<file path="src/rtl/integer_execute_pkg.sv">
// Shared types and constants for the integer execute stage: issue packet layout,
// ALU/branch funct3 encodings and the execute class decode helper.
package integer_execute_pkg;

    localparam int unsigned XLEN_DEF      = 32;
    localparam int unsigned ROB_ID_WIDTH  = 6;
    localparam int unsigned PC_WIDTH      = 32;
    localparam int unsigned REDIRECT_PC_W = 32;

    localparam logic [2:0] ALU_ADD  = 3'b000;
    localparam logic [2:0] ALU_SLL  = 3'b001;
    localparam logic [2:0] ALU_SLT  = 3'b010;
    localparam logic [2:0] ALU_SLTU = 3'b011;
    localparam logic [2:0] ALU_XOR  = 3'b100;
    localparam logic [2:0] ALU_SRL  = 3'b101;
    localparam logic [2:0] ALU_OR   = 3'b110;
    localparam logic [2:0] ALU_AND  = 3'b111;

    localparam logic [2:0] BR_BEQ  = 3'b000;
    localparam logic [2:0] BR_BNE  = 3'b001;
    localparam logic [2:0] BR_BLT  = 3'b100;
    localparam logic [2:0] BR_BGE  = 3'b101;
    localparam logic [2:0] BR_BLTU = 3'b110;
    localparam logic [2:0] BR_BGEU = 3'b111;

    typedef struct packed {
        logic                    entry_valid;
        logic [ROB_ID_WIDTH-1:0] rob_id;
        logic [PC_WIDTH-1:0]     pc;
        logic [XLEN_DEF-1:0]     src1_data;
        logic [XLEN_DEF-1:0]     src2_data;
        logic [XLEN_DEF-1:0]     imm;
        logic [2:0]              funct3;
        logic                    is_r_type;
        logic                    is_i_type;
        logic                    is_u_type;
        logic                    is_lui;
        logic                    is_jal;
        logic                    is_jalr;
        logic                    is_b_type;
        logic                    is_sub;
        logic                    is_sra_srai;
        logic                    br_dir_pred;
    } iiq_issue_data_t;

    localparam int unsigned IIQ_ISSUE_DATA_WIDTH = $bits(iiq_issue_data_t);

    typedef enum logic [2:0] {
        ClsAlu,
        ClsUpper,
        ClsJal,
        ClsJalr,
        ClsBranch
    } exec_class_e;

    // Control-flow flags win over the ALU path if a malformed packet sets several.
    function automatic exec_class_e decode_class(input iiq_issue_data_t p);
        if (p.is_b_type) return ClsBranch;
        if (p.is_jalr)   return ClsJalr;
        if (p.is_jal)    return ClsJal;
        if (p.is_u_type) return ClsUpper;
        return ClsAlu;
    endfunction

endpackage

</file>
<file path="src/rtl/integer_execute_alu.sv">
// Single-cycle integer ALU for R/I-type operations, selected by funct3.
module int_alu
    import integer_execute_pkg::*;
#(
    parameter int unsigned XLEN = 32
) (
    input  logic [XLEN-1:0] operand1,
    input  logic [XLEN-1:0] operand2,
    input  logic [2:0]      funct3,
    input  logic            is_sub_eff,
    input  logic            is_sra,
    output logic [XLEN-1:0] result
);

    localparam int unsigned ShW = $clog2(XLEN);

    logic [ShW-1:0] shamt;

    assign shamt = operand2[ShW-1:0];

    always_comb begin
        result = '0;
        unique case (funct3)
            ALU_ADD:  result = is_sub_eff ? operand1 - operand2 : operand1 + operand2;
            ALU_SLL:  result = operand1 << shamt;
            ALU_SLT:  result = {{(XLEN-1){1'b0}}, $signed(operand1) < $signed(operand2)};
            ALU_SLTU: result = {{(XLEN-1){1'b0}}, operand1 < operand2};
            ALU_XOR:  result = operand1 ^ operand2;
            ALU_SRL:  result = is_sra ? XLEN'($signed(operand1) >>> shamt) : operand1 >> shamt;
            ALU_OR:   result = operand1 | operand2;
            ALU_AND:  result = operand1 & operand2;
            default:  result = '0;
        endcase
    end

endmodule

</file>
<file path="src/rtl/integer_execute.sv">
// Integer execute stage: one-cycle execute with combinational result broadcast,
// registered ROB completion and a registered one-cycle fetch redirect / flush.
module integer_execute
    import integer_execute_pkg::*;
#(
    parameter int unsigned XLEN     = XLEN_DEF,
    parameter int unsigned ROB_ID_W = ROB_ID_WIDTH,
    parameter int unsigned PC_W     = REDIRECT_PC_W
) (
    input  logic                            clk,
    input  logic                            rst,
    input  logic [IIQ_ISSUE_DATA_WIDTH-1:0] issue_data,
    output logic                            alu_broadcast_valid,
    output logic [ROB_ID_W-1:0]             alu_broadcast_rob_id,
    output logic [XLEN-1:0]                 alu_broadcast_reg_data,
    output logic                            rob_complete_valid,
    output logic [ROB_ID_W-1:0]             rob_complete_rob_id,
    output logic [XLEN-1:0]                 rob_complete_data,
    output logic                            rob_complete_mispred,
    output logic                            fetch_redirect_valid,
    output logic [PC_W-1:0]                 fetch_redirect_pc,
    output logic [31:0]                     mispred_count
);

    iiq_issue_data_t pkt;
    exec_class_e     cls;

    logic            ex_v;
    logic [XLEN-1:0] operand2;
    logic [XLEN-1:0] alu_result;
    logic [XLEN-1:0] result;
    logic [PC_W-1:0] pc_plus4;
    logic [PC_W-1:0] pc_plus_imm;
    logic [PC_W-1:0] jalr_target;
    logic [PC_W-1:0] target;
    logic [PC_W-1:0] redirect_pc;
    logic            br_taken;
    logic            actual_taken;
    logic            mispred;

    logic                rob_complete_valid_q;
    logic [ROB_ID_W-1:0] rob_complete_rob_id_q;
    logic [XLEN-1:0]     rob_complete_data_q;
    logic                rob_complete_mispred_q;
    logic                fetch_redirect_valid_q;
    logic [PC_W-1:0]     fetch_redirect_pc_q;
    logic [31:0]         mispred_count_q;

    assign pkt = iiq_issue_data_t'(issue_data);
    assign cls = decode_class(pkt);

    // The redirect cycle doubles as the flush, so anything arriving then is squashed.
    assign ex_v = pkt.entry_valid && !fetch_redirect_valid_q;

    assign operand2    = pkt.is_r_type ? XLEN'(pkt.src2_data) : XLEN'(pkt.imm);
    assign pc_plus4    = PC_W'(pkt.pc) + PC_W'(4);
    assign pc_plus_imm = PC_W'(pkt.pc) + PC_W'(pkt.imm);
    assign jalr_target = (PC_W'(pkt.src1_data) + PC_W'(pkt.imm)) & ~PC_W'(1);

    int_alu #(
        .XLEN(XLEN)
    ) u_int_alu (
        .operand1  (XLEN'(pkt.src1_data)),
        .operand2  (operand2),
        .funct3    (pkt.funct3),
        .is_sub_eff(pkt.is_r_type && pkt.is_sub),
        .is_sra    (pkt.is_sra_srai),
        .result    (alu_result)
    );

    always_comb begin
        br_taken = 1'b0;
        case (pkt.funct3)
            BR_BEQ:  br_taken = pkt.src1_data == pkt.src2_data;
            BR_BNE:  br_taken = pkt.src1_data != pkt.src2_data;
            BR_BLT:  br_taken = $signed(pkt.src1_data) < $signed(pkt.src2_data);
            BR_BGE:  br_taken = $signed(pkt.src1_data) >= $signed(pkt.src2_data);
            BR_BLTU: br_taken = pkt.src1_data < pkt.src2_data;
            BR_BGEU: br_taken = pkt.src1_data >= pkt.src2_data;
            default: br_taken = 1'b0;
        endcase
    end

    always_comb begin
        result       = alu_result;
        target       = pc_plus_imm;
        actual_taken = 1'b0;
        mispred      = 1'b0;
        unique case (cls)
            ClsBranch: begin
                result       = '0;
                actual_taken = br_taken;
                mispred      = br_taken != pkt.br_dir_pred;
            end
            ClsJal: begin
                result       = XLEN'(pc_plus4);
                actual_taken = 1'b1;
                mispred      = !pkt.br_dir_pred;
            end
            ClsJalr: begin
                // Predicted target is not carried in the packet, so jalr always redirects.
                result       = XLEN'(pc_plus4);
                target       = jalr_target;
                actual_taken = 1'b1;
                mispred      = 1'b1;
            end
            ClsUpper: begin
                result = pkt.is_lui ? XLEN'(pkt.imm) : XLEN'(pc_plus_imm);
            end
            ClsAlu: begin
                result = alu_result;
            end
            default: begin
                result = alu_result;
            end
        endcase
    end

    assign redirect_pc = actual_taken ? target : pc_plus4;

    assign alu_broadcast_valid    = ex_v;
    assign alu_broadcast_rob_id   = ROB_ID_W'(pkt.rob_id);
    assign alu_broadcast_reg_data = result;

    always_ff @(posedge clk) begin
        if (rst) begin
            rob_complete_valid_q   <= 1'b0;
            rob_complete_rob_id_q  <= '0;
            rob_complete_data_q    <= '0;
            rob_complete_mispred_q <= 1'b0;
            fetch_redirect_valid_q <= 1'b0;
            fetch_redirect_pc_q    <= '0;
            mispred_count_q        <= '0;
        end else begin
            rob_complete_valid_q   <= ex_v;
            rob_complete_rob_id_q  <= ROB_ID_W'(pkt.rob_id);
            rob_complete_data_q    <= result;
            rob_complete_mispred_q <= ex_v && mispred;
            fetch_redirect_valid_q <= ex_v && mispred;
            fetch_redirect_pc_q    <= redirect_pc;
            if (ex_v && mispred && (mispred_count_q != '1)) begin
                mispred_count_q <= mispred_count_q + 32'd1;
            end
        end
    end

    assign rob_complete_valid   = rob_complete_valid_q;
    assign rob_complete_rob_id  = rob_complete_rob_id_q;
    assign rob_complete_data    = rob_complete_data_q;
    assign rob_complete_mispred = rob_complete_mispred_q;
    assign fetch_redirect_valid = fetch_redirect_valid_q;
    assign fetch_redirect_pc    = fetch_redirect_pc_q;
    assign mispred_count        = mispred_count_q;

endmodule
</file>
<file path="config.mk">
export PLATFORM = sky130hd
export DESIGN_NAME = integer_execute
export DESIGN_NICKNAME = d
export VERILOG_FILES = /design/src/rtl/integer_execute_pkg.sv /design/src/rtl/integer_execute_alu.sv /design/src/rtl/integer_execute.sv
export SDC_FILE = /design/constraint.sdc
export NUM_CORES = 1
export LEC_CHECK = 0
export CAP_MARGIN = 40
export CORE_UTILIZATION = 50
export DETAILED_ROUTE_END_ITERATION = 8
export PLACE_DENSITY = 0.75
export SLEW_MARGIN = 10
export SYNTH_ARGS = -nofsm -noshare
export SYNTH_HDL_FRONTEND = slang
export SYNTH_HIERARCHICAL = 1
export SYNTH_SLANG_ARGS = --single-unit
export TNS_END_PERCENT = 10
</file>
<file path="constraint.sdc">
create_clock -name clk -period 11.7 [get_ports clk]
set_clock_uncertainty 0.15 [all_clocks]
set_input_delay 1.17 -clock clk [delete_from_list [all_inputs] [get_ports clk]]
set_output_delay 1.17 -clock clk [all_outputs]
set_load 0.03 [all_outputs]
</file>
==> flow_metrics.tcl, run 1 <==
set metrics [dict create \
    hold_violation_count_in_the_final_report 0 \
    post_synth_most_frequent_cells "sky130_fd_sc_hd__nor2_1, sky130_fd_sc_hd__a21oi_1, sky130_fd_sc_hd__nand2_1" \
    power.leakage_nw 8.96 \
    critical_path_required_ns 10.38 \
    grt_ovf 0 \
    final-instance-count-excl-fill 3277 \
    synth.cell_area_mm2 0.0187 \
    area_enclosed_by_the_die_boundary_mm2 0.0382 \
    tritoncts "built" \
    area_growth_pct 17.3 \
    cts-htree-levels 3 \
    net_count_after_synthesis 2990 \
    cts_root_buffer "sky130_fd_sc_hd__clkbuf_16" \
    synth_ff_type "sky130_fd_sc_hd__dfxtp_1" \
    core_area_mm2 0.0367 \
    layout.nets 3145 \
    synth.top_cell.area_share 0.128 \
    std_cell_rows 70 \
    synthesis.instances 2644 \
    timing.critical_path.arrival_ns 7.40 \
    syn_avg_cell_area_um2 7.09 \
    via_per_inst 6.62 \
    cellPowerDensity_mw_per_mm2 84.5 \
    slowest_delay_ns 0.69 \
    drv_cap 0 \
    grt_pass1_wl_um 120000 \
    outcome "finished clean" \
    yosysTopAreaCell "sky130_fd_sc_hd__ha_1" \
    clkLatencyLatePin_ns 0.36 \
    p_sw_frac 0.483 \
    drc 0 \
    tightestPinTransition_ns 0.887 \
    seq_area_frac_synth 0.111 \
    totalNegativeSetupSlack_ns 0 \
    end_kind "primary output" \
    timing.max_slew.rel_slack 0.401 \
    post_dp_cell_area_mm2 0.0217 \
    flip_flop_and_latch_count_after_synthesis 104 \
    placedCellCount 3256 \
    critical_path.cell_chain "buf_2 > mux2_2 > buf_4 > inv_1 > ha_1 > nor2_1 > o211ai_1 > a31oi_1 > o21ai_1 > a31oi_2 > o221ai_1 > o21ai_0 > xnor2_1 > o221ai_1 > a221oi_1 > mux2_2 > nor2_1 > clkdlybuf4s50_1" \
    synth-warning-count 6 \
    fmax_mhz 115 \
    die_wd_um 196 \
    post_cts_setup_inserts 0 \
    dp_hpwl_um 63500 \
    worstPathMaxFanout 55 \
    cpLargestDelayFamily "buffers and inverters" \
    combinationalPowerShare 0.636 \
    fin_total_pwr_mw 1.86 \
    grt_start_max_net_pins 64 \
    total_wirelength_of_the_detailed_routed_design_um 80700 \
    finalCritPeriodShare 0.745 \
    register_to_register_setup_slack_ns 8.21 \
    ant_nets 0 \
    synth_edf_count 0 \
    drt_iter0_markers 2143 \
    finalInstanceArea_mm2 0.0220 \
    peak_ir_drop_on_the_vdd_network_uv 73.0 \
    groute.usage.overall 0.405 \
    setup_violations_final 0 \
    max_transition_viols_final 0 \
    initial_core_util 0.510 \
    synth_cell_type_count 97 \
    vias 21686 \
    pwr-share-seq 0.206 \
    hold_class "flop to flop" \
    drt_pre_antenna_iters 7 \
    ctsLongestPathBuffers 2 \
    cpMaxStageDelayCell "sky130_fd_sc_hd__clkdlybuf4s50_1" \
    rsz0062_at_grt "false" \
    place_congestion 1.06 \
    antenna_found_initial 6 \
    path_class "input port to primary output" \
    path_buf_inv 4 \
    path_clk_slew_ns 0.08 \
    cellInternalPower_uw 961 \
    via_count_of_the_first_global_routing_pass 20129 \
    clock-sinks 104 \
    worstSetupStartpointType "input port" \
    synthTopCellsByArea "sky130_fd_sc_hd__ha_1, sky130_fd_sc_hd__dfxtp_1, sky130_fd_sc_hd__a21oi_1" \
    io-pin-count 294 \
    postSynth.asyncResetShare 0 \
    die_height_um 196 \
    timing.final.crit_period_ns 8.72 \
    synth.most_common_cell "sky130_fd_sc_hd__nor2_1" \
    postCtsHoldBufs 0 \
    input_output_buffers 292 \
    cts.repair.resized 0 \
    post_drt_wl_per_cell_um 24.6 \
    power.switching_uw 896 \
    pwr-share-clk 0.158 \
    cts_made_buffers 9 \
    drive_above_1_share 0.0638 \
]
[per-layer routing]
layer | GRT usage | routed length (um)
met3 | 0.0566 | 8050
met2 | 0.654 | 36400
met1 | 0.529 | 32300
met5 | 0 | 0
met4 | 0.200 | 3920
[registers in the layout, indices dropped and copies added, names as in the netlist]
register	count
rob_complete_data	32
rob_complete_rob_id	6
rob_complete_valid	1
fetch_redirect_valid	1
fetch_redirect_pc	32
mispred_count	32
[power groups by stage]
stage                     sequential (mW)  clock [mW]  combinational, mW
after global routing                0.385       0.313               1.25
after global placement              0.391           0               1.12
after floorplan                     0.435           0              0.709
after CTS                           0.383       0.296               1.14
after detailed placement            0.391           0               1.14
final                               0.383       0.293               1.18
[path summary, 6_finish.rpt]
kind / from / endpoint / cells past startpoint
max: issue_data[9] / alu_broadcast_reg_data[27] / 18
min: mispred_count[1] / mispred_count[1] / 2
max reg2reg: mispred_count[3] / mispred_count[13] / 11
min reg2reg: mispred_count[1] / mispred_count[1] / 2
[cell type report]
class / count / area [um^2]
clock inverter: 7 / 65.1
fill: 3415 / 14700
inverter: 179 / 672
timing repair buffer: 323 / 3150
multi-input combinational: 2182 / 15200
antenna: 5 / 12.5
sequential: 104 / 2080
tap: 468 / 586
clock buffer: 9 / 225
[logic make-up (layout without fill, tap and decap cells)]
logic type | after synthesis | in the layout | share of synthesized area
other cells | 0 | 5 | 0
fa+ha+maj | 196 | 196 | 0.133
mux | 165 | 165 | 0.109
flops | 104 | 104 | 0.111
compound gates | 831 | 831 | 0.289
buf+inv | 358 | 518 | 0.0800
simple gates | 853 | 853 | 0.214
xor+xnor | 137 | 137 | 0.0641
[per-stage QoR]
step | util | worst slack, ns | hold slack, ns
2_1_floorplan | - | 4.87 | 0.483
3_3_place_gp | 0.590 | 3.30 | 0.358
3_5_place_dp | 0.591 | 3.27 | 0.373
4_1_cts | 0.599 | 3.25 | 0.384
5_1_grt | 0.599 | 2.81 | 0.417
6_report | 0.599 | 2.98 | 0.386
[layout by cell type, fill, tap and decap left out, types with 18 or more instances in the layout]
cell | Yosys | final
sky130_fd_sc_hd__o211ai_1 | 48 | 48
sky130_fd_sc_hd__nand4_1 | 36 | 36
sky130_fd_sc_hd__and2_1 | 27 | 27
sky130_fd_sc_hd__nand2b_1 | 26 | 26
sky130_fd_sc_hd__nand2_1 | 232 | 232
sky130_fd_sc_hd__nor3_1 | 88 | 88
sky130_fd_sc_hd__nand3_1 | 44 | 44
sky130_fd_sc_hd__dfxtp_1 | 104 | 104
sky130_fd_sc_hd__a22o_1 | 20 | 20
sky130_fd_sc_hd__a21o_1 | 38 | 38
sky130_fd_sc_hd__o21ai_0 | 171 | 170
sky130_fd_sc_hd__a211oi_1 | 63 | 63
sky130_fd_sc_hd__nor2_1 | 276 | 276
sky130_fd_sc_hd__buf_4 | 15 | 30
sky130_fd_sc_hd__nor2b_1 | 25 | 24
sky130_fd_sc_hd__clkdlybuf4s50_1 | 0 | 287
sky130_fd_sc_hd__o221ai_1 | 18 | 18
sky130_fd_sc_hd__inv_1 | 175 | 175
sky130_fd_sc_hd__a21oi_1 | 237 | 236
sky130_fd_sc_hd__xnor2_1 | 103 | 103
sky130_fd_sc_hd__and3_1 | 24 | 24
sky130_fd_sc_hd__a31oi_1 | 26 | 26
sky130_fd_sc_hd__ha_1 | 192 | 192
sky130_fd_sc_hd__o22ai_1 | 20 | 20
sky130_fd_sc_hd__xor2_1 | 34 | 34
sky130_fd_sc_hd__mux2i_1 | 96 | 96
sky130_fd_sc_hd__mux2_2 | 41 | 41
sky130_fd_sc_hd__mux4_2 | 27 | 27
[worst min-delay path: cells and delay by family, from the launching register on]
family | cells | cell delay [ns]
compound gates | 2 | 0.14
flops | 1 | 0.35
Note: power is estimated with default switching activity, not from simulation.
==> run 2: changes to the inputs <==
--- a/config.mk
+++ b/config.mk
@@ -8,7 +8,7 @@
 export CAP_MARGIN = 40
 export CORE_UTILIZATION = 50
 export DETAILED_ROUTE_END_ITERATION = 8
-export PLACE_DENSITY = 0.75
+export PLACE_DENSITY = 0.78
 export SLEW_MARGIN = 10
 export SYNTH_ARGS = -nofsm -noshare
 export SYNTH_HDL_FRONTEND = slang
==> constraint.sdc (replaced) <==
create_clock -name clk -period 7.5 [get_ports clk]
set_clock_uncertainty 0.15 [all_clocks]
set_input_delay 0.75 -clock clk [delete_from_list [all_inputs] [get_ports clk]]
set_output_delay 0.75 -clock clk [all_outputs]
set_load 0.03 [all_outputs]
==> flow_metrics.tcl, run 2 (synthesis gave the netlist of run 1 again) <==
set metrics [dict create \
    cts.repair.resized 0 \
    ctsLongestPathBuffers 2 \
    length_in_cells_of_the_worst_reg_to_reg_path 11 \
    io-pin-count 294 \
    total_wirelength_of_the_detailed_routed_design_um 81900 \
    final_cell_mix "sky130_fd_sc_hd__clkdlybuf4s50_1, sky130_fd_sc_hd__nor2_1, sky130_fd_sc_hd__a21oi_1" \
    cts_root_buffer "sky130_fd_sc_hd__clkbuf_16" \
    worstHoldPathCells 2 \
    timing.max_slew.rel_slack 0.362 \
    via_per_inst 6.62 \
    worstPathMaxFanout 7 \
    tightestPinTransition_ns 0.944 \
    rsz0062_at_grt "false" \
    groute.usage.overall 0.415 \
    antenna_found_initial 3 \
    drc 0 \
    path_class "input port to primary output" \
    fmax_mhz 143 \
    layout_commonest_cell "sky130_fd_sc_hd__clkdlybuf4s50_1" \
    power.leakage_nw 9.12 \
    max_transition_viols_final 0 \
    layout.nets 3172 \
    critical_path_required_ns 6.60 \
    final-instance-count-excl-fill 3300 \
    pwr-share-clk 0.167 \
    post_cts_setup_inserts 0 \
    sequential_cell_area_mm2 0.00208 \
    cts_made_buffers 9 \
    die_height_um 196 \
    die_wd_um 196 \
    clkLatencyLatePin_ns 0.36 \
    grt_start_max_net_pins 97 \
    hold_violation_count_in_the_final_report 0 \
    via_count_of_the_first_global_routing_pass 20484 \
    area_enclosed_by_the_die_boundary_mm2 0.0382 \
    vias 21843 \
    grt_pass1_wl_um 123000 \
    finish.utilization 0.606 \
    post_drt_wl_per_cell_um 24.8 \
    cts-htree-levels 3 \
    input_output_buffers 292 \
    p_sw_frac 0.478 \
    drt_pre_antenna_iters 6 \
    place_congestion 1.05 \
    hold_class "flop to flop" \
    initial_core_util 0.510 \
    multiInputGateArea_mm2 0.0152 \
    outcome "finished clean" \
    timing.critical_path.arrival_ns 6.09 \
    timing.final.crit_period_ns 6.99 \
    std_cell_rows 70 \
    ant_nets 0 \
    end_kind "primary output" \
    postCtsHoldBufs 0 \
    drv_cap 0 \
    area_growth_pct 18.7 \
    finalCritPeriodShare 0.931 \
    grt_ovf 0 \
    core_area_mm2 0.0367 \
    power.switching_mw 1.42 \
    tritoncts "built" \
    num-fill-cells 3369 \
    cellPowerDensity_mw_per_mm2 134 \
    clock-sinks 104 \
    pwr-share-seq 0.201 \
    totalNegativeSetupSlack_ns 0 \
    drt_iter0_markers 2016 \
    peak_ir_drop_on_the_vdd_network_uv 117 \
    worstSetupStartpointType "input port" \
    placedCellCount 3282 \
    dp_hpwl_um 65200 \
    setup_violations_final 0 \
    cellInternalPower_mw 1.55 \
    combinationalPowerShare 0.632 \
    timing.hold.ws_ns 0.393 \
    path_clk_slew_ns 0.08 \
    drive_above_1_share 0.0735 \
]
run 2: cell count changes in the layout (fill, tap and decap cells not counted):
cell,previous run,this run
sky130_fd_sc_hd__clkdlybuf4s50_1,287,285
sky130_fd_sc_hd__clkinv_2,2,1
sky130_fd_sc_hd__inv_8,2,1
sky130_fd_sc_hd__buf_12,0,4
sky130_fd_sc_hd__buf_4,30,54
sky130_fd_sc_hd__inv_6,1,2
sky130_fd_sc_hd__clkdlybuf4s15_2,0,1
sky130_fd_sc_hd__bufinv_16,0,1
sky130_fd_sc_hd__diode_2,5,1
run 2: power groups by stage:
| stage | sequential [mW] | combinational, mW | clock [mW] |
|---|---|---|---|
| 6_report | 0.597 | 1.88 | 0.496 |
| 5_1_grt | 0.600 | 1.99 | 0.518 |
| 4_1_cts | 0.597 | 1.82 | 0.498 |
| 3_5_place_dp | 0.610 | 1.81 | 0 |
| 3_3_place_gp | 0.609 | 1.78 | 0 |
| 2_1_floorplan | 0.679 | 1.11 | 0 |
run 2: through the flow:
step | instance area (um^2) | setup slack [ns] | power (mW)
2_1_floorplan | 18700 | 1.51 | 1.78
3_3_place_gp | 21900 | 0.752 | 2.39
3_5_place_dp | 21900 | 0.699 | 2.42
4_1_cts | 22200 | 0.687 | 2.91
5_1_grt | 22200 | 0.426 | 3.11
6_report | 22200 | 0.514 | 2.97
run 2: layout make-up:
type	instances	area share
Antenna cell	1	0.000113
Clock buffer	9	0.0101
Clock inverter	7	0.00394
Inverter	179	0.0302
Multi-Input combinational cell	2182	0.683
Sequential cell	104	0.0936
Tap cell	468	0.0263
Timing Repair Buffer	350	0.153
run 2: routing by layer:
layer / wire (um) / GRT usage
met1: 32500 / 0.527
met2: 36600 / 0.672
met3: 8040 / 0.0629
met4: 4650 / 0.228
met5: 10 / 0
run 2: worst max-delay path, stage by stage:
cell and delay [ns]:
sky130_fd_sc_hd__clkdlybuf4s50_1 0.62, sky130_fd_sc_hd__inv_1 0.18, sky130_fd_sc_hd__o21ai_4 0.27, sky130_fd_sc_hd__inv_1 0.23, sky130_fd_sc_hd__fa_1 0.49, sky130_fd_sc_hd__nor2b_1 0.18
sky130_fd_sc_hd__o21ai_2 0.19, sky130_fd_sc_hd__a31oi_1 0.20, sky130_fd_sc_hd__a211oi_2 0.44, sky130_fd_sc_hd__o21ai_1 0.20, sky130_fd_sc_hd__a31o_1 0.28, sky130_fd_sc_hd__o211ai_1 0.22
sky130_fd_sc_hd__nand3_1 0.26, sky130_fd_sc_hd__nand4_1 0.34, sky130_fd_sc_hd__nor2_1 0.10, sky130_fd_sc_hd__a211oi_1 0.22, sky130_fd_sc_hd__a21oi_1 0.09, sky130_fd_sc_hd__nor2_1 0.13
sky130_fd_sc_hd__clkdlybuf4s50_1 0.68
run 2: final timing paths:
kind | from | end | slack [ns]
worst max-delay path | issue_data[14] | alu_broadcast_reg_data[0] | 0.51
worst min-delay path | mispred_count[24] | mispred_count[24] | 0.39
worst max register to register | mispred_count[3] | mispred_count[28] | 4.36
worst min register to register | mispred_count[24] | mispred_count[24] | 0.39
==> run 3: changes to the inputs <==
--- a/config.mk
+++ b/config.mk
@@ -6,9 +6,10 @@
 export NUM_CORES = 1
 export LEC_CHECK = 0
 export CAP_MARGIN = 40
+export CORE_ASPECT_RATIO = 1.75
 export CORE_UTILIZATION = 50
 export DETAILED_ROUTE_END_ITERATION = 8
-export PLACE_DENSITY = 0.78
+export PLACE_DENSITY = 0.75
 export SLEW_MARGIN = 10
 export SYNTH_ARGS = -nofsm -noshare
 export SYNTH_HDL_FRONTEND = slang
==> constraint.sdc (replaced) <==
create_clock -name clk -period 7.15 [get_ports clk]
set_clock_uncertainty 0.15 [all_clocks]
set_input_delay 0.715 -clock clk [delete_from_list [all_inputs] [get_ports clk]]
set_output_delay 0.715 -clock clk [all_outputs]
set_load 0.03 [all_outputs]
==> flow_metrics.tcl, run 3 (synthesis gave the netlist of run 1 again) <==
set metrics [dict create \
    outcome "finished clean" \
    drv_cap 0 \
    final-instance-count-excl-fill 3319 \
    vias 22175 \
    place_congestion 1.01 \
    timing.final.crit_period_ns 6.84 \
    peak_ir_drop_on_the_vdd_network_uv 134 \
    timing.hold.ws_ns 0.392 \
    register_to_register_setup_slack_ns 2.89 \
    pre_cts_slack_ns 0.615 \
    worstSetupStartpointType "input port" \
    via_per_inst 6.68 \
    final_cell_mix "sky130_fd_sc_hd__nor2_1, sky130_fd_sc_hd__clkdlybuf4s50_1, sky130_fd_sc_hd__a21oi_1" \
    cts-htree-levels 3 \
    groute.usage.overall 0.456 \
    tritoncts "built" \
    initial_core_util 0.508 \
    placedCellCount 3303 \
    setup_violations_final 0 \
    hold_violation_count_in_the_final_report 0 \
    input_output_buffers 292 \
    ant_nets 0 \
    critical_path_required_ns 6.28 \
    layout_setup_ws_ns 0.308 \
    drc 0 \
    fmax_mhz 146 \
    clock-sinks 104 \
    die_height_um 258 \
    drt_pre_antenna_iters 5 \
    drt_iter0_markers 1823 \
    std_cell_rows 93 \
    clkLatencyLatePin_ns 0.37 \
    cellPowerDensity_mw_per_mm2 139 \
    grt_pass1_wl_um 131000 \
    path_class "input port to primary output" \
    area_growth_pct 19.3 \
    grt_ovf 0 \
    drive_above_1_share 0.0861 \
    path_clk_slew_ns 0.08 \
    timing.critical_path.arrival_ns 5.98 \
    grt_start_max_net_pins 74 \
    totalNegativeSetupSlack_ns 0 \
    layout_commonest_cell "sky130_fd_sc_hd__nor2_1" \
    io-pin-count 294 \
    end_kind "primary output" \
    finish.utilization 0.606 \
    layout.nets 3185 \
    cts.repair.resized 0 \
    post_dp_cell_area_mm2 0.0221 \
    dp_hpwl_um 70700 \
    tightestPinTransition_ns 0.992 \
    cts_made_buffers 9 \
    finalInstanceArea_mm2 0.0223 \
    finalCritPeriodShare 0.957 \
    ctsLongestPathBuffers 2 \
    max_transition_viols_final 0 \
    cts_root_buffer "sky130_fd_sc_hd__clkbuf_16" \
    postCtsHoldBufs 0 \
    via_count_of_the_first_global_routing_pass 21739 \
    hold_class "flop to flop" \
    fin_total_pwr_mw 3.11 \
    rsz0062_at_grt "false" \
    worstPathMaxFanout 7 \
    post_drt_wl_per_cell_um 26.8 \
    timing.max_slew.rel_slack 0.336 \
    num_antenna_cells 0 \
    sequential_cell_area_mm2 0.00208 \
    core_area_mm2 0.0369 \
    num-fill-cells 3424 \
    post_cts_setup_inserts 0 \
    area_enclosed_by_the_die_boundary_mm2 0.0383 \
    multiInputGateArea_mm2 0.0152 \
    total_wirelength_of_the_detailed_routed_design_um 89000 \
    antenna_found_initial 2 \
    die_wd_um 148 \
    power.leakage_nw 9.22 \
]
[run 3: worst paths after layout]
check / from / to / depth (start not counted)
worst max-delay path: issue_data[14] / alu_broadcast_reg_data[25] / 18
worst min-delay path: mispred_count[1] / mispred_count[1] / 2
worst max register to register: mispred_count[3] / mispred_count[20] / 11
worst min register to register: mispred_count[1] / mispred_count[1] / 2
[run 3: area by class of cell]
class / count / area share
Sequential cell: 104 / 0.0932
Inverter: 179 / 0.0301
Clock inverter: 7 / 0.00274
Timing Repair Buffer: 363 / 0.157
Tap cell: 475 / 0.0266
Clock buffer: 9 / 0.0101
Multi-Input combinational cell: 2182 / 0.680
[run 3: critical path, cell delays in order]
cell and delay [ns]:
sky130_fd_sc_hd__clkdlybuf4s50_1 0.61, sky130_fd_sc_hd__inv_1 0.17, sky130_fd_sc_hd__o21ai_4 0.41, sky130_fd_sc_hd__inv_1 0.30, sky130_fd_sc_hd__ha_1 0.41, sky130_fd_sc_hd__o21bai_1 0.23, sky130_fd_sc_hd__o211ai_1 0.14, sky130_fd_sc_hd__a31oi_1 0.54
sky130_fd_sc_hd__o21ai_1 0.31, sky130_fd_sc_hd__a31oi_2 0.44, sky130_fd_sc_hd__a221oi_1 0.14, sky130_fd_sc_hd__o31ai_1 0.12, sky130_fd_sc_hd__xnor2_1 0.16, sky130_fd_sc_hd__a211o_1 0.16, sky130_fd_sc_hd__or3_1 0.10, sky130_fd_sc_hd__o21ai_0 0.07
sky130_fd_sc_hd__a311oi_1 0.72, sky130_fd_sc_hd__buf_12 0.20
[run 3: power by group]
group	leakage, nW	total (mW)	internal (mW)	switching [mW]
combinational	8.22	1.99	0.738	1.25
clock	0.140	0.490	0.244	0.246
sequential	0.854	0.629	0.615	0.0142
total	9.22	3.11	1.60	1.51
[run 3: layer usage]
| layer | global-route usage | vias up | routed length [um] |
|---|---|---|---|
| met4 | 0.461 | 2 | 10300 |
| li1 | - | 9976 | - |
| met3 | 0.0943 | 460 | 7250 |
| met5 | 0 | - | 14 |
| met1 | 0.446 | 10430 | 28900 |
| met2 | 0.779 | 1307 | 42500 |
==> edit, RTL diff (config.mk and constraints of run 2) <==
`rob_complete_data_q` no longer has a reset.
--- a/src/rtl/integer_execute.sv
+++ b/src/rtl/integer_execute.sv
@@ -126,7 +126,6 @@
         if (rst) begin
             rob_complete_valid_q   <= 1'b0;
             rob_complete_rob_id_q  <= '0;
-            rob_complete_data_q    <= '0;
             rob_complete_mispred_q <= 1'b0;
             fetch_redirect_valid_q <= 1'b0;
             fetch_redirect_pc_q    <= '0;
@@ -134,7 +133,6 @@
         end else begin
             rob_complete_valid_q   <= ex_v;
             rob_complete_rob_id_q  <= ROB_ID_W'(pkt.rob_id);
-            rob_complete_data_q    <= result;
             rob_complete_mispred_q <= ex_v && mispred;
             fetch_redirect_valid_q <= ex_v && mispred;
             fetch_redirect_pc_q    <= redirect_pc;
@@ -142,6 +140,10 @@
                 mispred_count_q <= mispred_count_q + 32'd1;
             end
         end
+    end
+
+    always_ff @(posedge clk) begin
+        rob_complete_data_q <= result;
     end
 
     assign rob_complete_valid   = rob_complete_valid_q;
Check against the original RTL: not equivalent (a bounded check fails within 4 cycles, from zero or initial values and one cycle with rst high).
==> edit against run 2 <==
- global-route usage increased by 0.47 points
- setup slack improved by 0.060 ns
- wire length is 0.56% lower
- final area shrank 1.6%
- largest cell class unchanged
- clock power is 2% lower
- total power fell by 0.41%
- synthesized area down 1.8%
- worst hold slack improved by 0.0055 ns
- register-to-register slack worse by 0.07 ns
- sequential cell count is the same
==> edit: results (changes against run 2) <==
[drt]
wl_mm = 81.4  ; -0.56%
via_per_inst = 6.74  ; +1.8%
wl_met3_mm = 8.79  ; +9.4%
met1_length_mm = 32.0  ; -1.7%
drt_first_pass_iters = 6  ; unchanged
top_layer_used = met4
wl_met2_mm = 35.7  ; -2.6%
drtIter0Drc = 2796  ; +39%

[timing]
relSlewSlack_pct = 38.1  ; +1.9 points
worst_slack_ns = 0.574  ; +0.0598 ns

[global_routing]
antenna_found_initial = 4  ; +1
met3_usage_pct = 6.82  ; +0.53 points
grt_pass1_wl_mm = 122  ; -0.34%
grt_pass1_vias = 20000  ; -2.2%
grtUsageTotal_pct = 41.9  ; +0.47 points
use_met1_pct = 54.2  ; +1.5 points
grt_use_met2_pct = 66.3  ; -0.84 points

[placed_design]
place_worst_setup_slack_ns = 0.812  ; +0.112 ns
gp_congestion = 1.05  ; -0.14%
dp_hpwl_mm = 64.3  ; -1.4%

[worst_setup_path]
critical_path.max_stage_delay_ns = 0.70  ; +0.02 ns
r2r_end = mispred_count[9]
arrival_ns = 6.03  ; -0.06 ns
critPathMaxFanout = 12  ; +5
crit_path_end = alu_broadcast_reg_data[31]
crit_start = issue_data[9]
r2r-start = mispred_count[6]
r2r_cells = 12  ; +1

[final_layout]
final_nets = 3103  ; -2.2%
drive_above_1_share_pct = 8.11  ; +0.76 points

[yosys]
synthTopCellsByArea = ha_1 13%, dfxtp_1 11%, a21oi_1 6.5%
syn_nets = 2904  ; -2.9%
yosysUniqueCellTypes = 99  ; +2.1%
synth-seq-area-share_pct = 11.3  ; +0.21 points
synthTopCellsByCount = 270 x nor2_1, 239 x a21oi_1, 196 x nand2_1, 192 x ha_1, 176 x inv_1

[outcome]
status = finished, final reports clean

[worst_hold_path]
hold_end = mispred_count[24]

[power_and_ir_drop]
p_leak_nw = 9.25  ; +1.5%
vdd_drop_max_v = 0.000104  ; -11%
power.switching_w = 0.00143  ; +0.44%
total_power_w = 0.00296  ; -0.41%

## edit: kinds of logic after synthesis
family | after synthesis | share of synthesized area, %
adders and majority gates | 196 | 13.5
and+or+nand+nor | 774 | 19.6
DFF | 104 | 11.3
xor gates and xnor gates | 125 | 5.95
buffers and inverters | 344 | 7.76
muxes | 177 | 11.8
AOI/OAI and AO/OA | 838 | 30.0
## edit: final cells by class
class,instances,area (sq um),share of cell area (%)
flip-flops and latches,104,2080,9.51
diodes,2,5.00,0.0229
clock inverters,7,88.8,0.406
multi-input cells,2110,14900,68.1
clock buffers,9,225,1.03
well taps,461,577,2.63
inverters,180,676,3.09
repair buffers,352,3330,15.2
## edit: through the flow
step	hold WS [ns]	std cells	instance area, sq um
CTS	0.401	3222	21900
detailed placement	0.379	3206	21600
floorplan	0.491	2558	18400
global placement	0.364	3206	21600
global route	0.439	3224	21900
finish	0.398	3225	21900
